### config.mk
export PLATFORM = sky130hd
export DESIGN_NAME = program_counter_ras_flat
export DESIGN_NICKNAME = d
export VERILOG_FILES = /design/src/rtl/program_counter_ras_if.sv /design/src/rtl/program_counter_ras.sv /design/src/flat_wrapper.sv
export SDC_FILE = /design/constraint.sdc
export NUM_CORES = 1
export LEC_CHECK = 0
export CORE_MARGIN = 10
export CORE_UTILIZATION = 40
export DETAILED_ROUTE_END_ITERATION = 8
export GPL_TIMING_DRIVEN = 0
export SLEW_MARGIN = 20
export SYNTH_ARGS = -nofsm -noshare
export SYNTH_HDL_FRONTEND = slang
export SYNTH_SLANG_ARGS = --single-unit
### constraint.sdc
create_clock -name clk_i -period 3 [get_ports clk_i]
set_input_delay 0.6 -clock clk_i [delete_from_list [all_inputs] [get_ports clk_i]]
set_output_delay 0.6 -clock clk_i [all_outputs]
set_load 0.05 [all_outputs]
### src/rtl/program_counter_ras_if.sv
// program_counter_ras_if: flow-control inputs and pc/return-stack status of the program counter
interface program_counter_ras_if #(
  parameter int ADDR_W    = 8,
  parameter int RAS_DEPTH = 4
);
  localparam int CW = $clog2(RAS_DEPTH) + 1;
  logic              stall_i;
  logic              halt_i;
  logic              resume_i;
  logic              jump_i;
  logic              link_i;
  logic              ret_i;
  logic              branch_i;
  logic              branch_taken_i;
  logic [ADDR_W-1:0] target_i;
  logic [ADDR_W-1:0] pc_o;
  logic [ADDR_W-1:0] ras_top_o;
  logic [CW-1:0]     ras_count_o;
  logic              ras_overflow_o;
  logic              ras_underflow_o;
  logic              halted_o;
  modport master (
    output stall_i, halt_i, resume_i, jump_i, link_i, ret_i, branch_i, branch_taken_i, target_i,
    input  pc_o, ras_top_o, ras_count_o, ras_overflow_o, ras_underflow_o, halted_o
  );
  modport slave (
    input  stall_i, halt_i, resume_i, jump_i, link_i, ret_i, branch_i, branch_taken_i, target_i,
    output pc_o, ras_top_o, ras_count_o, ras_overflow_o, ras_underflow_o, halted_o
  );
endinterface

### src/rtl/program_counter_ras.sv
// program_counter_ras: fetch-address sequencer with circular return-address stack and halt/resume FSM
module program_counter_ras #(
  parameter int               ADDR_W    = 8,
  parameter int               RAS_DEPTH = 4,
  parameter logic [ADDR_W-1:0] RESET_PC = '0
) (
  input logic                 clk_i,
  input logic                 reset_ni,
  program_counter_ras_if.slave bus
);
  localparam int PW = $clog2(RAS_DEPTH);
  localparam int CW = PW + 1;
  typedef enum logic {RUN, HALTED} state_t;
  state_t            state_q;
  logic [1:0]        sync_q;
  logic [ADDR_W-1:0] pc_q, pc_d, top_q, top_d, pc_inc;
  logic [ADDR_W-1:0] stack_q [RAS_DEPTH];
  logic [PW-1:0]     sp_q, sp_d, sp_m1, sp_m2;
  logic [CW-1:0]     cnt_q, cnt_d;
  logic              ovf_q, unf_q, halted_q;
  logic              act, do_push, do_pop, to_target, empty, full;
  // sync_q[1] releases the core only after reset deassertion has passed two clock edges
  assign act       = sync_q[1] & (state_q == RUN) & ~bus.halt_i & ~bus.stall_i;
  assign do_pop    = act & bus.ret_i;
  assign do_push   = act & ~bus.ret_i & bus.jump_i & bus.link_i;
  assign to_target = act & ~bus.ret_i & (bus.jump_i | (bus.branch_i & bus.branch_taken_i));
  assign empty     = cnt_q == '0;
  assign full      = cnt_q == CW'(RAS_DEPTH);
  assign pc_inc    = pc_q + 1'b1;
  assign sp_m1     = sp_q - 1'b1;
  assign sp_m2     = sp_q - PW'(2);
  always_comb begin
    pc_d  = do_pop && !empty ? stack_q[sp_m1] : to_target ? bus.target_i : act ? pc_inc : pc_q;
    sp_d  = do_pop && !empty ? sp_m1 : do_push ? sp_q + 1'b1 : sp_q;
    cnt_d = do_pop && !empty ? cnt_q - 1'b1 : do_push && !full ? cnt_q + 1'b1 : cnt_q;
    top_d = do_pop ? (cnt_q > CW'(1) ? stack_q[sp_m2] : '0) : do_push ? pc_inc : top_q;
  end
  always_ff @(posedge clk_i or negedge reset_ni) begin
    if (!reset_ni) begin
      sync_q   <= '0;
      state_q  <= RUN;
      halted_q <= 1'b0;
      pc_q     <= RESET_PC;
      sp_q     <= '0;
      cnt_q    <= '0;
      top_q    <= '0;
      ovf_q    <= 1'b0;
      unf_q    <= 1'b0;
    end else begin
      sync_q <= {sync_q[0], 1'b1};
      if (sync_q[1]) begin
        if (state_q == HALTED) begin
          if (bus.resume_i) begin
            state_q  <= RUN;
            halted_q <= 1'b0;
            pc_q     <= RESET_PC;
            sp_q     <= '0;
            cnt_q    <= '0;
            top_q    <= '0;
            ovf_q    <= 1'b0;
            unf_q    <= 1'b0;
          end
        end else if (bus.halt_i) begin
          state_q  <= HALTED;
          halted_q <= 1'b1;
        end else begin
          pc_q  <= pc_d;
          sp_q  <= sp_d;
          cnt_q <= cnt_d;
          top_q <= top_d;
          ovf_q <= ovf_q | (do_push & full);
          unf_q <= unf_q | (do_pop & empty);
        end
      end
    end
  end
  // Storage needs no reset: entries are only read while cnt_q says they were written
  always_ff @(posedge clk_i) begin
    if (do_push) stack_q[sp_q] <= pc_inc;
  end
  assign bus.pc_o            = pc_q;
  assign bus.ras_top_o       = top_q;
  assign bus.ras_count_o     = cnt_q;
  assign bus.ras_overflow_o  = ovf_q;
  assign bus.ras_underflow_o = unf_q;
  assign bus.halted_o        = halted_q;
endmodule

### src/flat_wrapper.sv
// flat-port wrapper written by rule: the top's interface ports become plain ports
module program_counter_ras_flat 
#(
  parameter int               ADDR_W    = 8,
  parameter int               RAS_DEPTH = 4,
  parameter logic [ADDR_W-1:0] RESET_PC = '0
)
  (clk_i, reset_ni, bus_stall_i, bus_halt_i, bus_resume_i, bus_jump_i, bus_link_i, bus_ret_i, bus_branch_i, bus_branch_taken_i, bus_target_i, bus_pc_o, bus_ras_top_o, bus_ras_count_o, bus_ras_overflow_o, bus_ras_underflow_o, bus_halted_o);
  program_counter_ras_if #(.ADDR_W(ADDR_W), .RAS_DEPTH(RAS_DEPTH)) bus_i ();
  input logic clk_i;
  input logic reset_ni;
  input wire logic [$bits(bus_i.stall_i)-1:0] bus_stall_i;
  input wire logic [$bits(bus_i.halt_i)-1:0] bus_halt_i;
  input wire logic [$bits(bus_i.resume_i)-1:0] bus_resume_i;
  input wire logic [$bits(bus_i.jump_i)-1:0] bus_jump_i;
  input wire logic [$bits(bus_i.link_i)-1:0] bus_link_i;
  input wire logic [$bits(bus_i.ret_i)-1:0] bus_ret_i;
  input wire logic [$bits(bus_i.branch_i)-1:0] bus_branch_i;
  input wire logic [$bits(bus_i.branch_taken_i)-1:0] bus_branch_taken_i;
  input wire logic [$bits(bus_i.target_i)-1:0] bus_target_i;
  output wire logic [$bits(bus_i.pc_o)-1:0] bus_pc_o;
  output wire logic [$bits(bus_i.ras_top_o)-1:0] bus_ras_top_o;
  output wire logic [$bits(bus_i.ras_count_o)-1:0] bus_ras_count_o;
  output wire logic [$bits(bus_i.ras_overflow_o)-1:0] bus_ras_overflow_o;
  output wire logic [$bits(bus_i.ras_underflow_o)-1:0] bus_ras_underflow_o;
  output wire logic [$bits(bus_i.halted_o)-1:0] bus_halted_o;
  assign bus_i.stall_i = bus_stall_i;
  assign bus_i.halt_i = bus_halt_i;
  assign bus_i.resume_i = bus_resume_i;
  assign bus_i.jump_i = bus_jump_i;
  assign bus_i.link_i = bus_link_i;
  assign bus_i.ret_i = bus_ret_i;
  assign bus_i.branch_i = bus_branch_i;
  assign bus_i.branch_taken_i = bus_branch_taken_i;
  assign bus_i.target_i = bus_target_i;
  assign bus_pc_o = bus_i.pc_o;
  assign bus_ras_top_o = bus_i.ras_top_o;
  assign bus_ras_count_o = bus_i.ras_count_o;
  assign bus_ras_overflow_o = bus_i.ras_overflow_o;
  assign bus_ras_underflow_o = bus_i.ras_underflow_o;
  assign bus_halted_o = bus_i.halted_o;
  program_counter_ras #(.ADDR_W(ADDR_W), .RAS_DEPTH(RAS_DEPTH), .RESET_PC(RESET_PC)) u_core (.clk_i(clk_i), .reset_ni(reset_ni), .bus(bus_i));
endmodule
# Yosys cells after proc, flatten, opt, wreduce, memory -nomap -nowiden
# Memory sizes are Yosys's and may differ from the RTL's.
# Index checks and enable logic that the tools add are counted.
# totals
regBits	27
ram_bits	32
inputBits	18
output_inout_bits	22
wordCells	87
n_memories	1
# op_classes
addsub	6
order_cmp	1
n_eq_ne	3
mux	33
bitwise_logic	18
reduce_logical	16
# memory_table
name	depth	width	rd	rd_ports_with_merged_regs	wr	line	rtl
u_core.stack_q	4	8	2	0	1	program_counter_ras.sv:17	logic [ADDR_W-1:0] stack_q [RAS_DEPTH];
# op_table
operator	n
$mux W8	11
$reduce_and A4 Y1	4
$mux W3	5
$mux W1	12
$and A1 B1 Y1	11
$mux W2	5
$reduce_bool A3 Y1	3
$add A8 B1 Y8 const B	1
$reduce_and A3 Y1	2
$not A1 Y1	4
$reduce_bool A4 Y1	1
$add A3 B1 Y3 const B	1
$eq A3 B3 Y1 const B	1
$gt A3 B1 Y1 const B	1
$logic_not A3 Y1	1
$or A1 B1 Y1	3
$sub A3 B1 Y3 const B	1
$add A2 B1 Y2 const B	1
$logic_and A1 B1 Y1	2
$logic_not A1 Y1	2
$ne A2 B1 Y1 const B	1
$ne A2 B2 Y1 const B	1
$reduce_bool A2 Y1	1
$sub A2 B1 Y2 const B	1
$sub A2 B2 Y2 const B	1

# Logic depth before layout (Yosys ltp)
# depth
ltp_word	12
mapped_depth	9
depth_no_buf	7

# Worst setup path before layout
# Ideal clock, no wire load.
# synth_timing
path_type	register to register
startpoint	reg u_core.sp_q[0]
endpoint	reg u_core.pc_q[3], in the netlist u_core.bus.pc_o[3]
setup_ns	0.129
t_arrival_ns	2.708
t_required_ns	2.871
setup_slack_ns	0.163
stages_incl_launch_ff	9
path_buffers	3
synth_period_minus_slack_ns	2.837
cell_sequence	dfrtp_1 > buf_2 > clkbuf_1 > inv_1 > ha_1 > clkbuf_1 > mux4_2 > a221oi_1 > a21oi_1
# synth_between
elab_chain_cells	5
# synth_rtl
item	line	rtl
from (decl)	program_counter_ras.sv:18	logic [PW-1:0] sp_q, sp_d, sp_m1, sp_m2;
from (signal assigned)	program_counter_ras.sv:68	sp_q <= sp_d;
$sub A2 B1 Y2	program_counter_ras.sv:30	assign sp_m1 = sp_q - 1'b1;
$mem_v2 Z4 W8	-	
$mux W8	program_counter_ras.sv:33	pc_d = do_pop && !empty ? stack_q[sp_m1] : to_target ? bus.target_i : act ? pc_inc : pc_q;
$mux W8	program_counter_ras.sv:63	end else if (bus.halt_i) begin
$mux W8	program_counter_ras.sv:52	if (state_q == HALTED) begin
to (signal assigned)	program_counter_ras.sv:67	pc_q <= pc_d;
to (decl)	program_counter_ras.sv:16	logic [ADDR_W-1:0] pc_q, pc_d, top_q, top_d, pc_inc;
# Every way passes these cells. The select of a mux whose other input is x is not followed.
# A chain may end at the register's enable or synchronous reset.

# Worst setup path in the final report
# layout_timing
startpoint	in bus_halt_i
endpoint	mem u_core.stack_q[2][2] (enable)
# layout_between
elab_chain_cells	8
# layout_rtl
item	line	rtl
from (decl)	flat_wrapper.sv:13	input wire logic [$bits(bus_i.halt_i)-1:0] bus_halt_i;
$not A1 Y1	program_counter_ras.sv:23	assign act = sync_q[1] & (state_q == RUN) & ~bus.halt_i & ~bus.stall_i;
$and A1 B1 Y1 (2 in series)	program_counter_ras.sv:23	
$and A1 B1 Y1 (3 in series)	program_counter_ras.sv:25	assign do_push = act & ~bus.ret_i & bus.jump_i & bus.link_i;
$mux W1	program_counter_ras.sv:79	if (do_push) stack_q[sp_q] <= pc_inc;
$mux W1 (implied by the code)	program_counter_ras.sv:79	
to (decl)	program_counter_ras.sv:17	
# Every way passes these cells.

==> metrics.csv <==
stage;metric;value;unit
worst_setup_path;Critical Path Source Type;input pin;
min_path;HP Class;input pin to async pin;
logic_synthesis;most common flop cell mapped by yosys;edfxtp_1;
sta;Rel. slew slack;0.3940;
clock_tree;Num CTS Buffers;9;
route;via count;2083;
grt;GRT met2 Usage;0.2007;
sta;final cycle utilization of the critical path;0.9487;
grt;initial antenna violation count;0;
power;Lkg Pwr;1.367;nW
sta;Worst Tran Pin Value;0.8994;ns
finish;fill count;617;
clock_tree;Reg clk slew, reported paths;0.07;ns
outcome;status;complete, no violations;
grt;grt met3 use;0.03174;
placed_design;PortBufs;39;
sta;Fmax;0.3513;GHz
clock_tree;Clock Tree Root;clkbuf_8;
sta;max-slew violation count;0;
grt;GRT overflow;0;
clock_tree;Hold-fix buffers, CTS;0;
floorplanning;IO Count;40;
worst_setup_path;CP Class;input pin to flip-flop;
logic_synthesis;YS warnings;0;
sta;# setup viols final;0;
grt;GRT Max-Usage Layer;met2;
route;Vias/cell;5.396;
floorplanning;Initial Utilization;0.4139;
logic_synthesis;Avg Inst Size Synth;13.02;um2
power;Power Dens Cells;734.6;mW/mm2
logic_synthesis;post-synthesis instance area;0.003034;mm2
sta;Final min period;2.846;ns
worst_setup_path;CP Capture Type;flip-flop;
clock_tree;Setup Fix Bufs, Post-CTS;0;
logic_synthesis;Async SR Flop Fraction;0.4576;
floorplanning;Die Width;107.1;um
finish;commonest cells after routing, fill and taps aside;clkdlybuf4s50_1 (38), edfxtp_1 (32), dfrtp_1 (27);
route;Pre-Repair DR Iteration Count;4;
flow_run;max-cap violation count;0;
placed_design;HPWL Detailed;5276;um
route;Antenna Violating Nets Remaining;0;
floorplanning;die area;0.01147;mm2
finish;n_diodes;0;
logic_synthesis;sequential fraction of the synthesis area;0.5394;
clock_tree;worst skew pair latency;0.34;ns
placed_design;RD Place Congestion;0.8248;
power;Peak VDD IR;0.0002206;V
worst_setup_path;CP required;2.99;ns
finish;area growth from synthesis to layout;23.22;%
sta;RSZ-0062 raised after global routing;false;
clock_tree;Sink Count;59;
sta;Hold Worst Slack;0.2798;ns
logic_synthesis;Yosys cell types;45;
logic_synthesis;syn_nets;260;
worst_setup_path;worst r2r src;u_core.sp_q[0]$_DFFE_PN0P_;
worst_setup_path;reg2reg setup slack;0.29;ns
grt;largest net degree at the start of global routing;28;
route;drt wl/cell;18.63;um
clock_tree;Clock Tree Buf Depth;2;
floorplanning;Core Region;0.007331;mm2
route;Routed WL;7191;um
floorplanning;DIE HEIGHT;107.1;um
finish;fin nets;309;
worst_setup_path;Worst R2R Path Depth;7;
logic_synthesis;Post-Synthesis Cells;233;
logic_synthesis;synthesized flop and latch total;59;
sta;Clock Skew;0.007253;ns
worst_setup_path;crit path DAT;2.84;ns
finish;share of post-route cells with drive strength above 1;0.1533;
grt;first-pass GRT wire length;11550;um
worst_setup_path;CP max FO;10;
finish;multi-input gate area in the final layout;0.001315;mm2
worst_setup_path;worst r2r dst;u_core.bus.pc_o[4]$_DFFE_PN0P_;
finish;commonest non-fill, non-tap cell in the layout;clkdlybuf4s50_1;
sta;TNS Setup;0;ns
worst_setup_path;CP Launch Point;bus_halt_i;
worst_setup_path;Setup crit end;u_core.stack_q[2][2]$_DFFE_PP_;
grt;GR Util All Layers;0.1304;
logic_synthesis;EDFF count, synth;32;
floorplanning;# rows;31;
clock_tree;CTS tree;built;
route;drc violations;0;
route;initial DRC count;84;
clock_tree;H-tree depth;3;
grt;vias in the first global route;2130;
finish;Sequential Area;0.001637;mm2
sta;final hold vios;0;
grt;M1 GR Usage;0.1724;
==> kinds of logic after synthesis <==
logic type	Yosys count	share of synthesized area
muxes	23	0.1423
DFF	59	0.5394
and+or+nand+nor	55	0.09526
buffers and inverters	22	0.03134
other	1	0.001236
adders and majority gates	9	0.03711
AOI/OAI and AO/OA	56	0.1303
xor gates and xnor gates	8	0.02309
==> stage by stage <==
stage / total power, mW / instances / cell area, um2 / setup WS, ns / util
after floorplan: 1.748 / 233 / 3034 / 0.1634 / -
after global placement: 2.081 / 371 / 3548 / -0.4870 / 0.4840
after detailed placement: 2.089 / 371 / 3543 / -0.5439 / 0.4834
after CTS: 2.764 / 386 / 3729 / 0.07869 / 0.5086
after global routing: 2.896 / 386 / 3739 / 0.03164 / 0.5100
final: 2.746 / 386 / 3739 / 0.1538 / 0.5100
==> worst max-delay path: stages <==
cell,delay [ns]
clkdlybuf4s50_1,0.49
or4b_4,0.57
buf_6,0.17
nor3_2,0.51
and2_1,0.50
==> power breakdown <==
group	switching (mW)	total [mW]	internal [mW]
clock network	0.361	0.674	0.313
logic	0.612	0.980	0.368
registers	0.103	1.09	0.989
total	1.08	2.75	1.67
==> cell type report <==
| cell class | instances | area share |
|---|---|---|
| Clock buffer | 9 | 0.03313 |
| Tap cell | 99 | 0.03313 |
| Inverter | 12 | 0.01205 |
| Multi-Input combinational cell | 152 | 0.3517 |
| Sequential cell | 59 | 0.4378 |
| Clock inverter | 7 | 0.01640 |
| Timing Repair Buffer | 39 | 0.1031 |
| Buffer | 9 | 0.01272 |
==> worst min-delay path by stage <==
stage	from	slack [ns]	to	cells after the start
after floorplan	reset_ni	0.30	u_core.bus.halted_o$_DFFE_PN0P_	0
after detailed placement	u_core.sync_q[0]$_DFF_PN0_	0.34	u_core.sync_q[1]$_DFF_PN0_	0
after global placement	u_core.sync_q[0]$_DFF_PN0_	0.33	u_core.sync_q[1]$_DFF_PN0_	0
final	reset_ni	0.28	u_core.bus.pc_o[7]$_DFFE_PN0P_	1
after global routing	reset_ni	0.32	u_core.bus.pc_o[7]$_DFFE_PN0P_	1
after CTS	reset_ni	0.30	u_core.bus.pc_o[7]$_DFFE_PN0P_	1
==> routing by layer <==
layer  wire, um  vias to the layer above
met2       3370                       54
met3        388                        7
met1       3342                     1026
met4         90                        0
li1           -                      996
met5          0                        -
==> cell usage after synthesis (2+ instances only) <==
cell type | number | area [um2]
a31oi_1 | 2 | 12.51
a221oi_1 | 2 | 17.52
a22o_1 | 5 | 43.79
and2_1 | 5 | 31.28
nand3_1 | 9 | 45.04
inv_1 | 12 | 45.04
mux4_2 | 16 | 360.4
nor2_1 | 14 | 52.55
and3_1 | 2 | 12.51
clkbuf_1 | 7 | 26.28
dfrtp_1 | 27 | 675.7
a221o_1 | 3 | 30.03
nand2b_1 | 3 | 18.77
a21oi_1 | 12 | 60.06
edfxtp_1 | 32 | 960.9
ha_1 | 9 | 112.6
a21oi_2 | 2 | 17.52
mux2i_1 | 6 | 60.06
nor3b_1 | 3 | 22.52
o2bb2ai_1 | 3 | 26.28
o21ai_0 | 14 | 70.07
xnor2_1 | 7 | 61.31
nand2_1 | 12 | 45.04
a22oi_1 | 3 | 22.52
o22ai_1 | 2 | 12.51
a21o_1 | 2 | 15.01
==> flip-flops by register name, summed over array words and instances (netlist names) <==
name,cells
u_core.state_q,1
u_core.stack_q,32
u_core.bus.ras_overflow_o,1
u_core.bus.ras_count_o,3
u_core.bus.ras_underflow_o,1
u_core.sp_q,2
u_core.bus.halted_o,1
u_core.sync_q,2
u_core.bus.ras_top_o,8
u_core.bus.pc_o,8
==> what timing repair did <==
item,in CTS,in global routing
endpoints found under the setup margin,8,1
pin swaps,0,0
gates resized for setup,2,1
Note: power is estimated with default switching activity, not from simulation.
